[src/rtl/game_engine_v2_pkg.sv]
// Shared encodings for the game engine: player motion codes, jump phases
// and the menu state value.
package game_pkg;

    typedef enum logic [1:0] {
        STATIC = 2'd0,
        LEFT   = 2'd1,
        RIGHT  = 2'd2,
        UP     = 2'd3
    } motion_t;

    typedef enum logic [1:0] {
        GROUND = 2'd0,
        RISE   = 2'd1,
        FALL   = 2'd2
    } phase_t;

    localparam int STATE_MENU = 0;

endpackage

[src/rtl/game_engine_v2_player_ctrl.sv]
// One player: jump phase FSM with cycle counter and registered motion code.
module player_ctrl
    import game_pkg::*;
#(
    parameter int JUMP_HALF = 50000000,
    parameter int CNT_W     = 27
) (
    input  logic             clk,
    input  logic             rst,
    input  logic             enable,
    input  logic             clear,
    input  logic             key_jump,
    input  logic             key_left,
    input  logic             key_right,
    output logic [1:0]       motion,
    output logic [1:0]       phase,
    output logic [CNT_W-1:0] cnt
);

    localparam logic [CNT_W-1:0] TOP_RISE = CNT_W'(JUMP_HALF);
    localparam logic [CNT_W-1:0] TOP_FALL = CNT_W'(2 * JUMP_HALF);

    phase_t           phase_q, phase_n;
    motion_t          motion_q, motion_n;
    logic [CNT_W-1:0] cnt_q, cnt_n, cnt_inc;

    assign cnt_inc = cnt_q + CNT_W'(1);

    always_ff @(posedge clk or posedge rst) begin
        if (rst) begin
            phase_q  <= GROUND;
            motion_q <= STATIC;
            cnt_q    <= '0;
        end else begin
            phase_q  <= phase_n;
            motion_q <= motion_n;
            cnt_q    <= cnt_n;
        end
    end

    always_comb begin
        phase_n  = phase_q;
        motion_n = motion_q;
        cnt_n    = cnt_q;
        if (clear) begin
            phase_n  = GROUND;
            motion_n = STATIC;
            cnt_n    = '0;
        end else if (enable) begin
            case (phase_q)
                GROUND: begin
                    if (key_jump) begin
                        phase_n = RISE;
                        cnt_n   = CNT_W'(1);
                    end
                end
                RISE: begin
                    cnt_n = cnt_inc;
                    if (cnt_inc == TOP_RISE) phase_n = FALL;
                end
                FALL: begin
                    // Landing: a held jump key relaunches only on the next cycle
                    if (cnt_inc == TOP_FALL) begin
                        phase_n = GROUND;
                        cnt_n   = '0;
                    end else begin
                        cnt_n = cnt_inc;
                    end
                end
                default: begin
                    phase_n = GROUND;
                    cnt_n   = '0;
                end
            endcase
            if (key_left ^ key_right) motion_n = key_left ? LEFT : RIGHT;
            else if (phase_n != GROUND) motion_n = UP;
            else motion_n = STATIC;
        end
    end

    assign motion = motion_q;
    assign phase  = phase_q;
    assign cnt    = cnt_q;

endmodule

[src/rtl/game_engine_v2.sv]
// Game engine top: level menu, pause control and an array of per-player
// jump/motion controllers.
module game_engine_v2
    import game_pkg::*;
#(
    parameter int NUM_PLAYERS = 2,
    parameter int NUM_LEVELS  = 5,
    parameter int JUMP_HALF   = 50000000,
    parameter int CNT_W       = 27,
    localparam int LVL_W      = $clog2(NUM_LEVELS + 1)
) (
    input  logic                         clk,
    input  logic                         rst,
    input  logic                         key_next,
    input  logic                         key_prev,
    input  logic                         key_enter,
    input  logic                         key_esc,
    input  logic                         key_pause,
    input  logic [NUM_PLAYERS-1:0]       key_jump,
    input  logic [NUM_PLAYERS-1:0]       key_left,
    input  logic [NUM_PLAYERS-1:0]       key_right,
    output logic [LVL_W-1:0]             state,
    output logic [LVL_W-1:0]             select_level,
    output logic                         paused,
    output logic [2*NUM_PLAYERS-1:0]     player_state,
    output logic [2*NUM_PLAYERS-1:0]     player_jump,
    output logic [CNT_W*NUM_PLAYERS-1:0] jump_cnt
);

    localparam logic [LVL_W-1:0] MENU    = LVL_W'(STATE_MENU);
    localparam logic [LVL_W-1:0] LVL_MAX = LVL_W'(NUM_LEVELS);

    logic en_select;
    logic pause_q;
    logic in_menu;
    logic pause_edge;
    logic enable;
    logic clear;

    assign in_menu    = (state == MENU);
    assign pause_edge = key_pause & ~pause_q;
    assign enable     = ~in_menu & ~paused;
    assign clear      = ~in_menu & key_esc;

    always_ff @(posedge clk or posedge rst) begin
        if (rst) begin
            state        <= MENU;
            select_level <= LVL_W'(1);
            en_select    <= 1'b1;
            paused       <= 1'b0;
            pause_q      <= 1'b0;
        end else begin
            pause_q <= key_pause;
            if (in_menu) begin
                paused <= 1'b0;
                // Each menu key acts once per press; re-arm only when all are up
                if (key_next && en_select) begin
                    if (select_level != LVL_MAX) select_level <= select_level + LVL_W'(1);
                    en_select <= 1'b0;
                end else if (key_prev && en_select) begin
                    if (select_level != LVL_W'(1)) select_level <= select_level - LVL_W'(1);
                    en_select <= 1'b0;
                end else if (key_enter && en_select) begin
                    state     <= select_level;
                    en_select <= 1'b0;
                end else if (!key_next && !key_prev && !key_enter) begin
                    en_select <= 1'b1;
                end
            end else if (key_esc) begin
                state  <= MENU;
                paused <= 1'b0;
            end else if (pause_edge) begin
                paused <= ~paused;
            end
        end
    end

    for (genvar p = 0; p < NUM_PLAYERS; p++) begin : gen_player
        player_ctrl #(
            .JUMP_HALF (JUMP_HALF),
            .CNT_W     (CNT_W)
        ) u_player (
            .clk       (clk),
            .rst       (rst),
            .enable    (enable),
            .clear     (clear),
            .key_jump  (key_jump[p]),
            .key_left  (key_left[p]),
            .key_right (key_right[p]),
            .motion    (player_state[2*p +: 2]),
            .phase     (player_jump[2*p +: 2]),
            .cnt       (jump_cnt[CNT_W*p +: CNT_W])
        );
    end

endmodule

[config.mk]
export PLATFORM = sky130hd
export DESIGN_NAME = game_engine_v2
export DESIGN_NICKNAME = d
export VERILOG_FILES = /design/src/rtl/game_engine_v2_pkg.sv /design/src/rtl/game_engine_v2_player_ctrl.sv /design/src/rtl/game_engine_v2.sv
export SDC_FILE = /design/constraint.sdc
export NUM_CORES = 1
export LEC_CHECK = 0
export CORE_ASPECT_RATIO = 0.5
export CORE_MARGIN = 2
export CORE_UTILIZATION = 55
export CTS_CLUSTER_DIAMETER = 150
export DETAILED_ROUTE_END_ITERATION = 6
export HOLD_SLACK_MARGIN = 0.12
export PLACE_DENSITY = 0.82
export SLEW_MARGIN = 15
export SYNTH_ARGS = -nofsm -noshare
export SYNTH_HDL_FRONTEND = slang
export SYNTH_SLANG_ARGS = --single-unit
[constraint.sdc]
create_clock -name clk -period 5.15 [get_ports clk]
set_clock_uncertainty 0.1 [all_clocks]
set_input_delay 1.03 -clock clk [delete_from_list [all_inputs] [get_ports clk]]
set_output_delay 1.03 -clock clk [all_outputs]
set_load 0.005 [all_outputs]
==> flow_summary.yaml <==
outcome:
  status: "complete, no violations"
synthesis:
  ys_seq_area_share_pct: 34.81
  synth_cells: 626
  ys_seq_elements: 71
  netlist_area_um2: 5111
  synth_edf_count: 0
  synth.distinct_cells: 60
  async_flop_share_pct: 100.0
  synth_nets: 644
  yosys_warnings: 0
  synth_ff_type: "dfrtp_1"
  avgSynthCellArea_um2: 8.165
cells_and_area:
  drive_gt1_share_pct: 5.286
  diodes: 0
  fin_util_pct: 69.68
  stdcell_area_um2: 6172
  area_growth_pct: 20.76
  layout.nets: 694
pwr:
  power_density_nw_per_um2: 276.4
  p_leak_uw: 0.002289
  vdd_ir_drop_max_uv: 190.1
sta:
  timing.final.crit_share_pct: 75.23
  finalSetupTns_ns: 0
  hold_viol: 0
  rsz0062_at_grt: "false"
  relSlewSlack_pct: 33.34
  tightest_slew_ns: 0.9963
  worst_slack_ns: 1.276
  drv_slew: 0
  timing.fmax_ghz: 0.2581
  fin_crit_ns: 3.874
  setup-violations-final: 0
  hold_slack_ns: 0.3941
clock_tree:
  post_cts_buffers: 0
  cts_hold_buffers: 0
  clock_sinks: 71
  cts.reportedPaths.clkPinSlew_ns: 0.06
  htree_num_levels: 3
  cts_resized: 0
  cts_buffers: 9
  cts_tree: "done"
  cts_root_buf: "clkbuf_16"
  cts_buffer_depth: 2
  clk-insertion-delay-late_ns: 0.34
floorplanning:
  start_util_pct: 57.70
  die_h_um: 72.17
  fp.dieW_um: 140.3
  die-area_um2: 10130
  fp-row-count: 24
  pin_count: 82
  core_um2: 8859
global_routing:
  grt_max_degree: 50
  grtUsageTotal_pct: 27.97
  gr-total-overflow: 0
  grt_pass1_vias: 4647
  grt_pass1_wl_um: 22850
  antenna_found_initial: 0
drt:
  drc: 0
  avgRoutedWirePerCell_um: 17.63
  vias_per_cell: 6.603
  vias: 5269
  drt-pass1-iter-count: 6
  drt_iter0_markers: 596
  ant_nets: 0
  drt_wl_total_um: 14070
worst_setup_path:
  max_stage_delay_ns: 0.79
  worstSetupPathType: "reg2reg"
  worstPathArrival_ns: 4.03
  cp-start-kind: "flop"
  crit_required_ns: 5.31
  cp-end-kind: "flop"
  worstPathMaxFanout: 34
  crit_path_cell_trace: "nand4_1 > or4_1 > o211ai_1 > o31ai_1 > and4_1 > a211oi_4 > buf_4 > o21ai_0 > a31oi_1"
  critical_path_buf_inv_count: 1
  critical-path-top-delay-family: "simple AND/OR/NAND/NOR gates"
  crit_slowest_cell: "or4_1"
run:
  cap_violations: 0
placed_design:
  dp_hpwl_um: 9526
  globalplace.congestion: 0.9698
  port_buffers: 81
  post-place-ws_ns: 1.393
  placed_area_um2: 5883
min_path:
  hp-class: "reg2reg"
==> worst reg2reg max path, stage by stage, from the launching register on <==
cell and delay (ns):
dfrtp_1 0.48, nand4_1 0.48, or4_1 0.79, o211ai_1 0.23
o31ai_1 0.14, and4_1 0.24, a211oi_4 0.57, buf_4 0.42
o21ai_0 0.17, a31oi_1 0.18
==> cells in the final DEF (no fill, tap or decap), types with 4 or more instances in the layout <==
cell	synthesis	routed
nand3_1	31	31
a22o_1	14	14
nor2_1	52	52
and4_1	9	9
and3_1	14	14
o31ai_1	4	4
and2_1	9	9
ha_1	5	5
clkbuf_1	22	5
buf_4	0	6
a21o_1	5	5
dfrtp_1	69	69
nand4_1	21	21
xor2_1	5	5
clkbuf_16	0	9
o21ai_1	8	8
nand2b_1	10	10
inv_1	18	17
or4_1	4	4
nand4b_1	4	4
nor4_1	7	7
nand3b_1	4	4
mux2i_1	9	9
o22ai_1	4	4
nand2_1	63	63
a31oi_1	44	44
o21ai_0	23	23
a211oi_1	5	5
nor4b_1	4	4
a32oi_1	4	4
nor3_1	19	19
a21oi_1	38	38
clkdlybuf4s50_1	0	81
o211ai_1	5	5
xnor2_1	23	23
==> path summary, 6_finish.rpt <==
kind / end / cells after the start / from / slack [ns]
worst max-delay path: gen_player[1].u_player.cnt[7] / 9 / gen_player[1].u_player.cnt[3] / 1.28
worst min-delay path: gen_player[0].u_player.motion[0] / 2 / gen_player[0].u_player.motion[0] / 0.39
worst max register to register: gen_player[1].u_player.cnt[7] / 9 / gen_player[1].u_player.cnt[3] / 1.28
worst min register to register: gen_player[0].u_player.motion[0] / 2 / gen_player[0].u_player.motion[0] / 0.39
max in group asynchronous: en_select / 3 / rst / 3.01
min in group asynchronous: gen_player[1].u_player.cnt[5] / 2 / rst / 1.06
==> state kept, by name, summed over array words and instances (netlist names) <==
register / flops
gen_player.u_player.cnt: 54
gen_player.u_player.motion: 4
gen_player.u_player.phase: 4
select_level: 3
state: 3
en_select: 1
pause_q: 1
paused: 1
==> per-layer routing <==
layer / share of wire, % / GRT usage, %
met2: 47 / 46.13
met4: 2.4 / 10.55
met1: 44 / 37.17
met3: 6.2 / 5.743
met5: 0 / 0
==> report_power, final <==
group          internal, µW  switching, µW
Clock                   389            232
Sequential              623            102
Combinational           201            159
Total                  1210            494
==> kinds of logic after synthesis <==
family / synth area share (%)
flops: 34.81
simple gates: 27.83
fa+ha+maj: 1.224
buf+inv: 5.973
mux: 2.203
compound gates: 23.16
xor+xnor: 4.798
==> synthesized netlist by cell type, types with 4 or more instances <==
library cell / n / share of area, %
or4_1: 4 / 0.59
nor4b_1: 4 / 0.69
nor2_1: 52 / 3.8
o21ai_0: 23 / 2.3
nor3_1: 19 / 1.9
o31ai_1: 4 / 0.59
a32oi_1: 4 / 0.69
and2_1: 9 / 1.1
and4_1: 9 / 1.5
and3_1: 14 / 1.7
xor2_1: 5 / 0.86
o21ai_1: 8 / 0.78
a21oi_1: 38 / 3.7
nand4_1: 21 / 2.6
nand3b_1: 4 / 0.59
a21o_1: 5 / 0.73
o211ai_1: 5 / 0.73
buf_6: 4 / 0.88
clkbuf_1: 22 / 1.6
mux2i_1: 9 / 1.8
a22o_1: 14 / 2.4
inv_1: 18 / 1.3
a211oi_1: 5 / 0.73
o22ai_1: 4 / 0.49
nand4b_1: 4 / 0.69
xnor2_1: 23 / 3.9
ha_1: 5 / 1.2
nand2b_1: 10 / 1.2
nor4_1: 7 / 0.86
buf_2: 22 / 2.2
a31oi_1: 44 / 5.4
dfrtp_1: 69 / 34
nand2_1: 63 / 4.6
nand3_1: 31 / 3.0
==> cell type report <==
class | instances | area, µm²
Clock inverter | 1 | 30.03
Multi-Input combinational cell | 489 | 3034
Inverter | 18 | 68.82
Timing Repair Buffer | 87 | 855.8
Clock buffer | 15 | 257.7
Sequential cell | 71 | 1779
Fill cell | 730 | 2686
Tap cell | 117 | 146.4
==> stage by stage <==
| stage | std cells | total power, µW |
|---|---|---|
| CTS | 798 | 1712 |
| global route | 798 | 1787 |
| finish | 798 | 1706 |
| global placement | 782 | 1079 |
| floorplan | 626 | 897.9 |
| detailed placement | 782 | 1088 |
(Power assumes the default switching activity.)
